File: config.mk
export PLATFORM = sky130hd
export DESIGN_NAME = vga_write_arbiter
export DESIGN_NICKNAME = d
export VERILOG_FILES = /design/src/rtl/piano_tiles_pkg.sv /design/src/rtl/rr_pick2.sv /design/src/rtl/vga_write_arbiter.sv
export SDC_FILE = /design/constraint.sdc
export NUM_CORES = 1
export LEC_CHECK = 0
export ABC_AREA = 1
export ABC_CLOCK_PERIOD_IN_PS = 2000
export BUFFER_PORTS_ARGS = -buffer_cell sky130_fd_sc_hd__buf_2
export CAP_MARGIN = 20
export CORE_MARGIN = 5
export CORE_UTILIZATION = 47
export DETAILED_ROUTE_END_ITERATION = 8
export HOLD_SLACK_MARGIN = 0.15
export PLACE_DENSITY = 0.78
export SLEW_MARGIN = 20
export SYNTH_ARGS = -nofsm -noshare
export SYNTH_HDL_FRONTEND = slang
export SYNTH_SLANG_ARGS = --single-unit
File: constraint.sdc
create_clock -name clock -period 2 [get_ports clock]
set_input_delay 0.1 -clock clock [delete_from_list [all_inputs] [get_ports clock]]
set_output_delay 0.1 -clock clock [all_outputs]
set_load 0.05 [all_outputs]
File: src/rtl/piano_tiles_pkg.sv
// Shared types and constants for the piano tiles VGA write path.
// Holds the arbiter state encoding, requester indices and coordinate widths.
package piano_tiles_pkg;

   typedef enum logic [1:0] {
      ST_IDLE  = 2'd0,
      ST_GRANT = 2'd1,
      ST_GAP   = 2'd2
   } arb_state_t;

   localparam logic [1:0] REQ_CLEAR = 2'd0;
   localparam logic [1:0] REQ_TILE  = 2'd1;
   localparam logic [1:0] REQ_SCORE = 2'd2;

   localparam int X_W   = 8;
   localparam int Y_W   = 7;
   localparam int COL_W = 3;

   function automatic logic [2:0] req_onehot(input logic [1:0] idx);
      logic [2:0] oh;
      oh = 3'b000;
      case (idx)
         REQ_CLEAR: oh = 3'b001;
         REQ_TILE:  oh = 3'b010;
         REQ_SCORE: oh = 3'b100;
         default:   oh = 3'b000;
      endcase
      return oh;
   endfunction

endpackage

File: src/rtl/rr_pick2.sv
// Round-robin choice between the tile (1) and score (2) requesters.
// Returns the requester index, or REQ_CLEAR when neither is requesting.
module rr_pick2
   import piano_tiles_pkg::*;
(
   input  logic [1:0] i_req_lo,
   input  logic [1:0] i_rr_ptr,
   output logic [1:0] o_pick
);

   always_comb begin
      o_pick = REQ_CLEAR;
      if (i_rr_ptr == REQ_SCORE && i_req_lo[1])
         o_pick = REQ_SCORE;
      else if (i_rr_ptr == REQ_TILE && i_req_lo[0])
         o_pick = REQ_TILE;
      else if (i_req_lo[0])
         o_pick = REQ_TILE;
      else if (i_req_lo[1])
         o_pick = REQ_SCORE;
   end

endmodule

File: src/rtl/vga_write_arbiter.sv
// Three-way arbiter for the VGA adapter write port: screen clear has priority,
// tile and score draws alternate, bursts of 1/2 are capped at MAX_BURST pixels.
//
// state    | meaning
// ST_IDLE  | no owner, sample req and pick a winner
// ST_GRANT | owner's pixels forwarded to the vga_* port
// ST_GAP   | one dead cycle after every burst end
module vga_write_arbiter
   import piano_tiles_pkg::*;
#(
   parameter int MAX_BURST = 160,
   parameter int NREQ      = 3
) (
   input  logic                  clock,
   input  logic                  resetn,
   input  logic [NREQ-1:0]       req,
   input  logic [NREQ-1:0]       plot_in,
   input  logic [NREQ-1:0]       last_in,
   input  logic [NREQ*X_W-1:0]   x_in,
   input  logic [NREQ*Y_W-1:0]   y_in,
   input  logic [NREQ*COL_W-1:0] colour_in,
   output logic [NREQ-1:0]       gnt,
   output logic [X_W-1:0]        vga_x,
   output logic [Y_W-1:0]        vga_y,
   output logic [COL_W-1:0]      vga_colour,
   output logic                  vga_plot,
   output logic                  burst_cut
);

   localparam int CNT_W = $clog2(MAX_BURST + 1);
   localparam logic [CNT_W-1:0] CNT_MAX  = CNT_W'(MAX_BURST);
   localparam logic [CNT_W-1:0] CNT_LAST = CNT_W'(MAX_BURST - 1);

   arb_state_t        r_state, w_state_nxt;
   logic [1:0]        r_owner, w_owner_nxt;
   logic [1:0]        r_rr_ptr, w_rr_nxt;
   logic [CNT_W-1:0]  r_cnt, w_cnt_nxt;
   logic [2:0]        r_gnt, w_gnt_nxt;
   logic              r_plot, w_plot_nxt;
   logic              r_cut, w_cut_nxt;
   logic [X_W-1:0]    r_x;
   logic [Y_W-1:0]    r_y;
   logic [COL_W-1:0]  r_col;

   logic [1:0]        w_pick, w_win;
   logic              w_req_g, w_plot_g, w_last_g;
   logic              w_at_limit, w_burst_end;
   logic [X_W-1:0]    w_x_g;
   logic [Y_W-1:0]    w_y_g;
   logic [COL_W-1:0]  w_col_g;

   rr_pick2 u_rr_pick2 (
      .i_req_lo (req[2:1]),
      .i_rr_ptr (r_rr_ptr),
      .o_pick   (w_pick)
   );

   assign w_win = req[0] ? REQ_CLEAR : w_pick;

   always_comb begin
      w_x_g   = x_in[X_W-1:0];
      w_y_g   = y_in[Y_W-1:0];
      w_col_g = colour_in[COL_W-1:0];
      case (r_owner)
         REQ_TILE: begin
            w_x_g   = x_in[2*X_W-1:X_W];
            w_y_g   = y_in[2*Y_W-1:Y_W];
            w_col_g = colour_in[2*COL_W-1:COL_W];
         end
         REQ_SCORE: begin
            w_x_g   = x_in[3*X_W-1:2*X_W];
            w_y_g   = y_in[3*Y_W-1:2*Y_W];
            w_col_g = colour_in[3*COL_W-1:2*COL_W];
         end
         default: ;
      endcase
   end

   assign w_req_g  = req[r_owner];
   assign w_plot_g = plot_in[r_owner] & w_req_g;
   assign w_last_g = last_in[r_owner];

   // The limit fires on the pixel that brings the count up to MAX_BURST.
   assign w_at_limit  = (r_owner != REQ_CLEAR) && w_plot_g && (r_cnt == CNT_LAST);
   assign w_burst_end = !w_req_g || (w_plot_g && w_last_g) || w_at_limit;

   always_ff @(posedge clock) begin
      if (!resetn) begin
         r_state  <= ST_IDLE;
         r_owner  <= REQ_CLEAR;
         r_rr_ptr <= REQ_TILE;
         r_cnt    <= '0;
         r_gnt    <= '0;
         r_plot   <= 1'b0;
         r_cut    <= 1'b0;
         r_x      <= '0;
         r_y      <= '0;
         r_col    <= '0;
      end else begin
         r_state  <= w_state_nxt;
         r_owner  <= w_owner_nxt;
         r_rr_ptr <= w_rr_nxt;
         r_cnt    <= w_cnt_nxt;
         r_gnt    <= w_gnt_nxt;
         r_plot   <= w_plot_nxt;
         r_cut    <= w_cut_nxt;
         if (r_state == ST_GRANT && w_plot_g) begin
            r_x   <= w_x_g;
            r_y   <= w_y_g;
            r_col <= w_col_g;
         end
      end
   end

   always_comb begin
      w_state_nxt = r_state;
      case (r_state)
         ST_IDLE:  if (|req) w_state_nxt = ST_GRANT;
         ST_GRANT: if (w_burst_end) w_state_nxt = ST_GAP;
         ST_GAP:   w_state_nxt = ST_IDLE;
         default:  w_state_nxt = ST_IDLE;
      endcase
   end

   always_comb begin
      w_owner_nxt = r_owner;
      w_rr_nxt    = r_rr_ptr;
      w_cnt_nxt   = r_cnt;
      w_gnt_nxt   = 3'b000;
      w_plot_nxt  = 1'b0;
      w_cut_nxt   = 1'b0;
      case (r_state)
         ST_IDLE: begin
            if (|req) begin
               w_owner_nxt = w_win;
               w_gnt_nxt   = req_onehot(w_win);
               w_cnt_nxt   = '0;
            end
         end
         ST_GRANT: begin
            w_gnt_nxt  = r_gnt;
            w_plot_nxt = w_plot_g;
            if (w_plot_g && r_cnt != CNT_MAX)
               w_cnt_nxt = r_cnt + 1'b1;
            if (w_burst_end) begin
               w_gnt_nxt = 3'b000;
               w_cut_nxt = w_at_limit && !w_last_g;
               if (r_owner != REQ_CLEAR)
                  w_rr_nxt = (r_owner == REQ_TILE) ? REQ_SCORE : REQ_TILE;
            end
         end
         default: ;
      endcase
   end

   assign gnt        = r_gnt;
   assign vga_plot   = r_plot;
   assign burst_cut  = r_cut;
   assign vga_x      = r_x;
   assign vga_y      = r_y;
   assign vga_colour = r_col;

endmodule
# Word level (Yosys, flattened, before mapping)
# Index checks and enable logic that the tools add are counted.
# Widths: inputs -> output; s select.
[totals]
out_inout_bits = 23
register_bits = 37
[classes]
n_bitwise = 1
add_sub_neg = 1
n_eq_ne = 12
order_cmp = 1
reduce_logical = 23
muxes = 25
[op_table]
columns = ["op", "n"]
rows = [
  ["$pmux 8 s2", 2],
  ["$mux 2", 8],
  ["$mux 8", 2],
  ["$pmux 7 s2", 1],
  ["$pmux 3 s2", 2],
  ["$pmux 3 s3", 1],
  ["$reduce_and 3->1", 3],
  ["$add 8x1->8 const B", 1],
  ["$eq 2x1->1 const B", 4],
  ["$eq 8x8->1 const B", 1],
  ["$logic_and 1x1->1", 8],
  ["$ne 8x8->1 const B", 1],
  ["$bmux 1 s2", 3],
  ["$eq 2x2->1 const B", 3],
  ["$mux 3", 2],
  ["$reduce_and 2->1", 3],
  ["$logic_not 2->1", 2],
  ["$ne 2x2->1 const B", 2],
  ["$pmux 2 s2", 1],
  ["$reduce_bool 2->1", 2],
  ["$lt 2x3->1 const B", 1],
  ["$mux 1", 3],
  ["$reduce_or 3->1", 1],
  ["$logic_not 1->1", 2],
  ["other kinds (3)", 4],
]

# Logic depth before layout (Yosys ltp)
[logic_depth]
depth_word = 9
ltp_mapped = 11
mapped_depth_nobuf = 11

# By module
# A second synthesis with hierarchy kept.
[unflattened]
hier_cells = 339
hier_area_um2 = 2233.4
[by_module_without_submodules]
columns = ["module", "area_per_inst_um2", "n_inst", "cells_per_inst", "seq_area_each_um2"]
rows = [
  ["vga_write_arbiter", 2200.9, 1, 333, 740.7],
  ["rr_pick2", 32.5, 1, 6, 0.0],
]

# Worst setup path after synthesis
# No wires, ideal clock.
[synth_path]
path_type = "register to register"
startpoint = "reg r_owner[0]"
endpoint = "reg r_col[0], in the netlist vga_colour[0]"
t_required_ns = 1.878
period_less_slack_ns = 1.649
stages_incl_launch_ff = 7
path_slack_ns = 0.351
arrival_time_ns = 1.527
cell_sequence = "dfxtp_1 inv_2 ha_1 buf_2 buf_2 mux2i_1 a21oi_1"
[synth_via]
elab_chain_len = 4
[synth_lines]
columns = ["item", "line", "source"]
rows = [
  ["start, declared", "vga_write_arbiter.sv:35", "logic [1:0] r_owner, w_owner_nxt;"],
  ["start signal, assigned", "vga_write_arbiter.sv:101", "r_owner <= w_owner_nxt;"],
  ["$bmux 1 s2, on equally long branches", "vga_write_arbiter.sv:80, vga_write_arbiter.sv:79", ""],
  ["$mux 1, on equally long branches", "vga_write_arbiter.sv:80, vga_write_arbiter.sv:79", ""],
  ["$and 1x1->1", "vga_write_arbiter.sv:80", "assign w_plot_g = plot_in[r_owner] & w_req_g;"],
  ["$logic_and 1x1->1", "vga_write_arbiter.sv:107", "if (r_state == ST_GRANT && w_plot_g) begin"],
  ["end signal, assigned", "vga_write_arbiter.sv:110", "r_col <= w_col_g;"],
  ["end, declared", "vga_write_arbiter.sv:43", "logic [COL_W-1:0] r_col;"],
]
# Parallel ways exist; a longest one is shown, timed or not. The select of a mux whose other input is x is not followed.
# A chain may end at the register's enable or synchronous reset.

# Worst setup path in the final report
[layout_path]
startpoint = "reg r_owner[0]"
endpoint = "reg r_rr_ptr[0]"
[layout_via]
elab_chain_len = 7
[layout_lines]
columns = ["item", "line", "source"]
rows = [
  ["$bmux 1 s2, on equally long branches", "vga_write_arbiter.sv:80, vga_write_arbiter.sv:79", ""],
  ["$mux 1, on equally long branches", "vga_write_arbiter.sv:80, vga_write_arbiter.sv:79", ""],
  ["$and 1x1->1", "vga_write_arbiter.sv:80", ""],
  ["$logic_and 1x1->1, on equally long branches", "vga_write_arbiter.sv:85, vga_write_arbiter.sv:84", ""],
  ["$logic_or 1x1->1 / $logic_and 1x1->1 (equally long branches)", "vga_write_arbiter.sv:85, vga_write_arbiter.sv:84", ""],
  ["$logic_or 1x1->1", "vga_write_arbiter.sv:85", "assign w_burst_end = !w_req_g || (w_plot_g && w_last_g) || w_at_limit;"],
  ["$reduce_and 3->1 (no source line)", "--", ""],
  ["end signal, assigned", "vga_write_arbiter.sv:102", "r_rr_ptr <= w_rr_nxt;"],
  ["end, declared", "vga_write_arbiter.sv:36", "logic [1:0] r_rr_ptr, w_rr_nxt;"],
]
# Parallel ways exist; a longest one is shown, timed or not. The select of a mux whose other input is x is not followed.

==> reports/metrics.yaml <==
outcome: "complete, no violations"
placedCellCount: 391
layout-drive-gt1-share: 0.3151
skew_ns: 0.01059
ys_seq_area_frac: 0.3616
numCtsBuffers: 5
grt_max_degree: 37
synth_edf_count: 0
netlist_area_um2: 2048
antenna_found_initial: 0
io_pins: 88
setup_ws_ns: 0.3066
rsz0062_at_grt: "false"
core-area_um2: 4294
ys_types: 26
min_period_over_period: 0.8467
synth-async-reset-ratio: 0
fillers: 373
synth-warning-count: 0
start_kind: "flip-flop"
crit_required_ns: 2.17
hold_viol: 0
portBuffers: 87
cts_setup_buffers: 0
vias: 2190
drv_cap: 0
antennaDiodeCount: 0
cts_hold_buf: 19
r2r_start: "r_owner[0]"
ir_worst_vdd_mv: 0.4952
final_antenna_net_count: 0
cts_resized: 0
clock_latency_ns: 0.29
clk_pin_slew_worst_paths_ns: 0.08
synth-seq-cells: 37
slew_headroom: 0.5789
synthCells: 258
power_density_nw_per_um2: 655.1
slowest_delay_ns: 0.43
synth_ff_type: "dfxtp_1"
synth_area_per_cell_um2: 7.939
final_cell_count_no_fill: 417
finalMaxSlewViolations: 0
grt_pass1_vias: 2165
path_class: "flip-flop to flip-flop"
place_hpwl_mm: 4.189
post-route-min-period_ns: 1.693
htreeDepth: 2
cts_tree: "built"
root_buffer: "clkbuf_8"
worstPathCellList: "inv_2, ha_1, nor2_1, nand2_1, nor2_1, nand3_1, nand3_1, nand3_1, nand2_1, nand2_1"
setup_tns_ns: 0
wl_per_cell_um: 14.01
dieArea_um2: 5778
place_congestion: 0.8487
fin_nets: 435
timing.fmax_ghz: 0.5905
wl_mm: 5.842
grt_first_pass_wirelength_mm: 9.901
grt_overflow: 0
startpoint: "r_owner[0]"
cp_max_fo: 8
cp-end-kind: "flip-flop"
drtIter0Drc: 87
vias_per_cell: 5.252
grtUsageTotal: 0.2054
die-width_um: 76.02
syn_nets: 328
num_rows: 24
cp.arrival_ns: 1.86
power_leakage_nw: 1.338
die_h_um: 76.02
cts_sinks: 37
worst_pin_slew_ns: 0.6316
drt_first_pass_iters: 4
hold_path.class: "input port to flip-flop"
finalSetupViolCount: 0
cpMaxStageDelayCell: "dfxtp_1"
clk_path_buf_depth: 2
drc_errors: 0
start_util: 0.4770
syn_to_final_growth_pct: 37.51
dp_slack_ns: 0.3470
min_from: "req[2]"
==> path summary, 6_finish.rpt <==
path,end,slack (ns),cells after the start
hold / removal,r_owner[1],0.20,3
setup / recovery,r_rr_ptr[0],0.31,10
setup reg to reg,r_rr_ptr[0],0.31,10
hold reg to reg,r_cnt[0],0.49,2
==> cell usage after synthesis, types with 2 or more instances <==
cell type / n / area (µm²)
nand4_1: 7 / 43.79
inv_1: 21 / 78.83
a22o_1: 18 / 157.7
mux2i_1: 18 / 180.2
dfxtp_1: 37 / 740.7
inv_2: 2 / 7.510
xor2_1: 4 / 35.03
o21ai_0: 18 / 90.09
nand2_1: 35 / 131.4
clkbuf_1: 4 / 15.01
nor3_1: 3 / 15.01
nand3_1: 19 / 95.09
a21oi_1: 25 / 125.1
buf_2: 5 / 25.02
nor2_1: 18 / 67.56
a21oi_2: 6 / 52.55
buf_6: 2 / 22.52
nand2_4: 3 / 33.78
nand2_2: 2 / 12.51
ha_1: 5 / 62.56
==> cell usage in the layout, fill, tap and decap left out, drive strengths merged <==
master	n
a21o	1
a21oi	31
a22o	18
a31oi	1
buf	93
clkbuf	7
dfxtp	37
dlygate4sd3	19
ha	5
inv	23
mux2i	18
nand2	40
nand3	19
nand4	7
nor2	20
nor3	3
o21ai	18
o31ai	1
xor2	4
==> routing by layer <==
metal,vias to the layer above,track usage,part of all wire
met2,77,0.3553,0.51
met3,14,0.05437,0.061
met4,0,0.09253,0.025
li1,1108,-,-
met1,991,0.2339,0.41
met5,-,0,0
==> report_power, final <==
| part | switching (mW) | internal, mW | leakage, nW |
|---|---|---|---|
| Sequential | 0.0220 | 0.777 | 0.301 |
| Combinational | 0.328 | 0.195 | 0.993 |
| Clock | 0.250 | 0.273 | 0.0443 |
| Total | 0.600 | 1.24 | 1.34 |
==> final cells by class <==
type / instances / area [µm²] / share of cell area
clock buffer: 7 / 86.33 / 0.03065
inverter: 23 / 86.33 / 0.03065
multi-input combinational: 186 / 1155 / 0.4100
sequential: 37 / 740.7 / 0.2630
tap: 52 / 65.06 / 0.02310
timing repair buffer: 112 / 683.2 / 0.2426
==> state kept, by name, indices dropped and copies added (netlist names), 2 cells and up <==
signal and count:
vga_colour 3, gnt 3, r_cnt 8, r_state 2
r_rr_ptr 2, vga_x 8, r_owner 2, vga_y 7
==> through the flow <==
| step | hold WS, ns | instance area, µm² | power (mW) | util |
|---|---|---|---|---|
| after global placement | 0.3872 | 2540 | 1.298 | 0.5915 |
| after global routing | 0.2178 | 2816 | 1.939 | 0.6559 |
| after CTS | 0.1881 | 2816 | 1.858 | 0.6559 |
| after detailed placement | 0.3989 | 2540 | 1.308 | 0.5915 |
| final | 0.2013 | 2816 | 1.845 | 0.6559 |
| after floorplan | 0.2476 | 2048 | 1.148 | - |
==> critical path, delay by kind of cell (launching register included) <==
family / cells / cell delay (ns)
flip-flops: 1 / 0.43
buffers and inverters: 1 / 0.11
adder cells (fa/ha/maj): 1 / 0.23
AND/OR/NAND/NOR: 8 / 0.79
==> cell families after synthesis <==
logic type      after synthesis  share of synthesized area
buf+inv                      35                    0.07452
simple gates                 89                     0.2077
flops                        37                     0.3616
xor+xnor                      4                    0.01710
mux                          18                    0.08796
fa+ha+maj                     5                    0.03054
compound gates               70                     0.2205
Note: power is estimated with default switching activity, not from simulation.
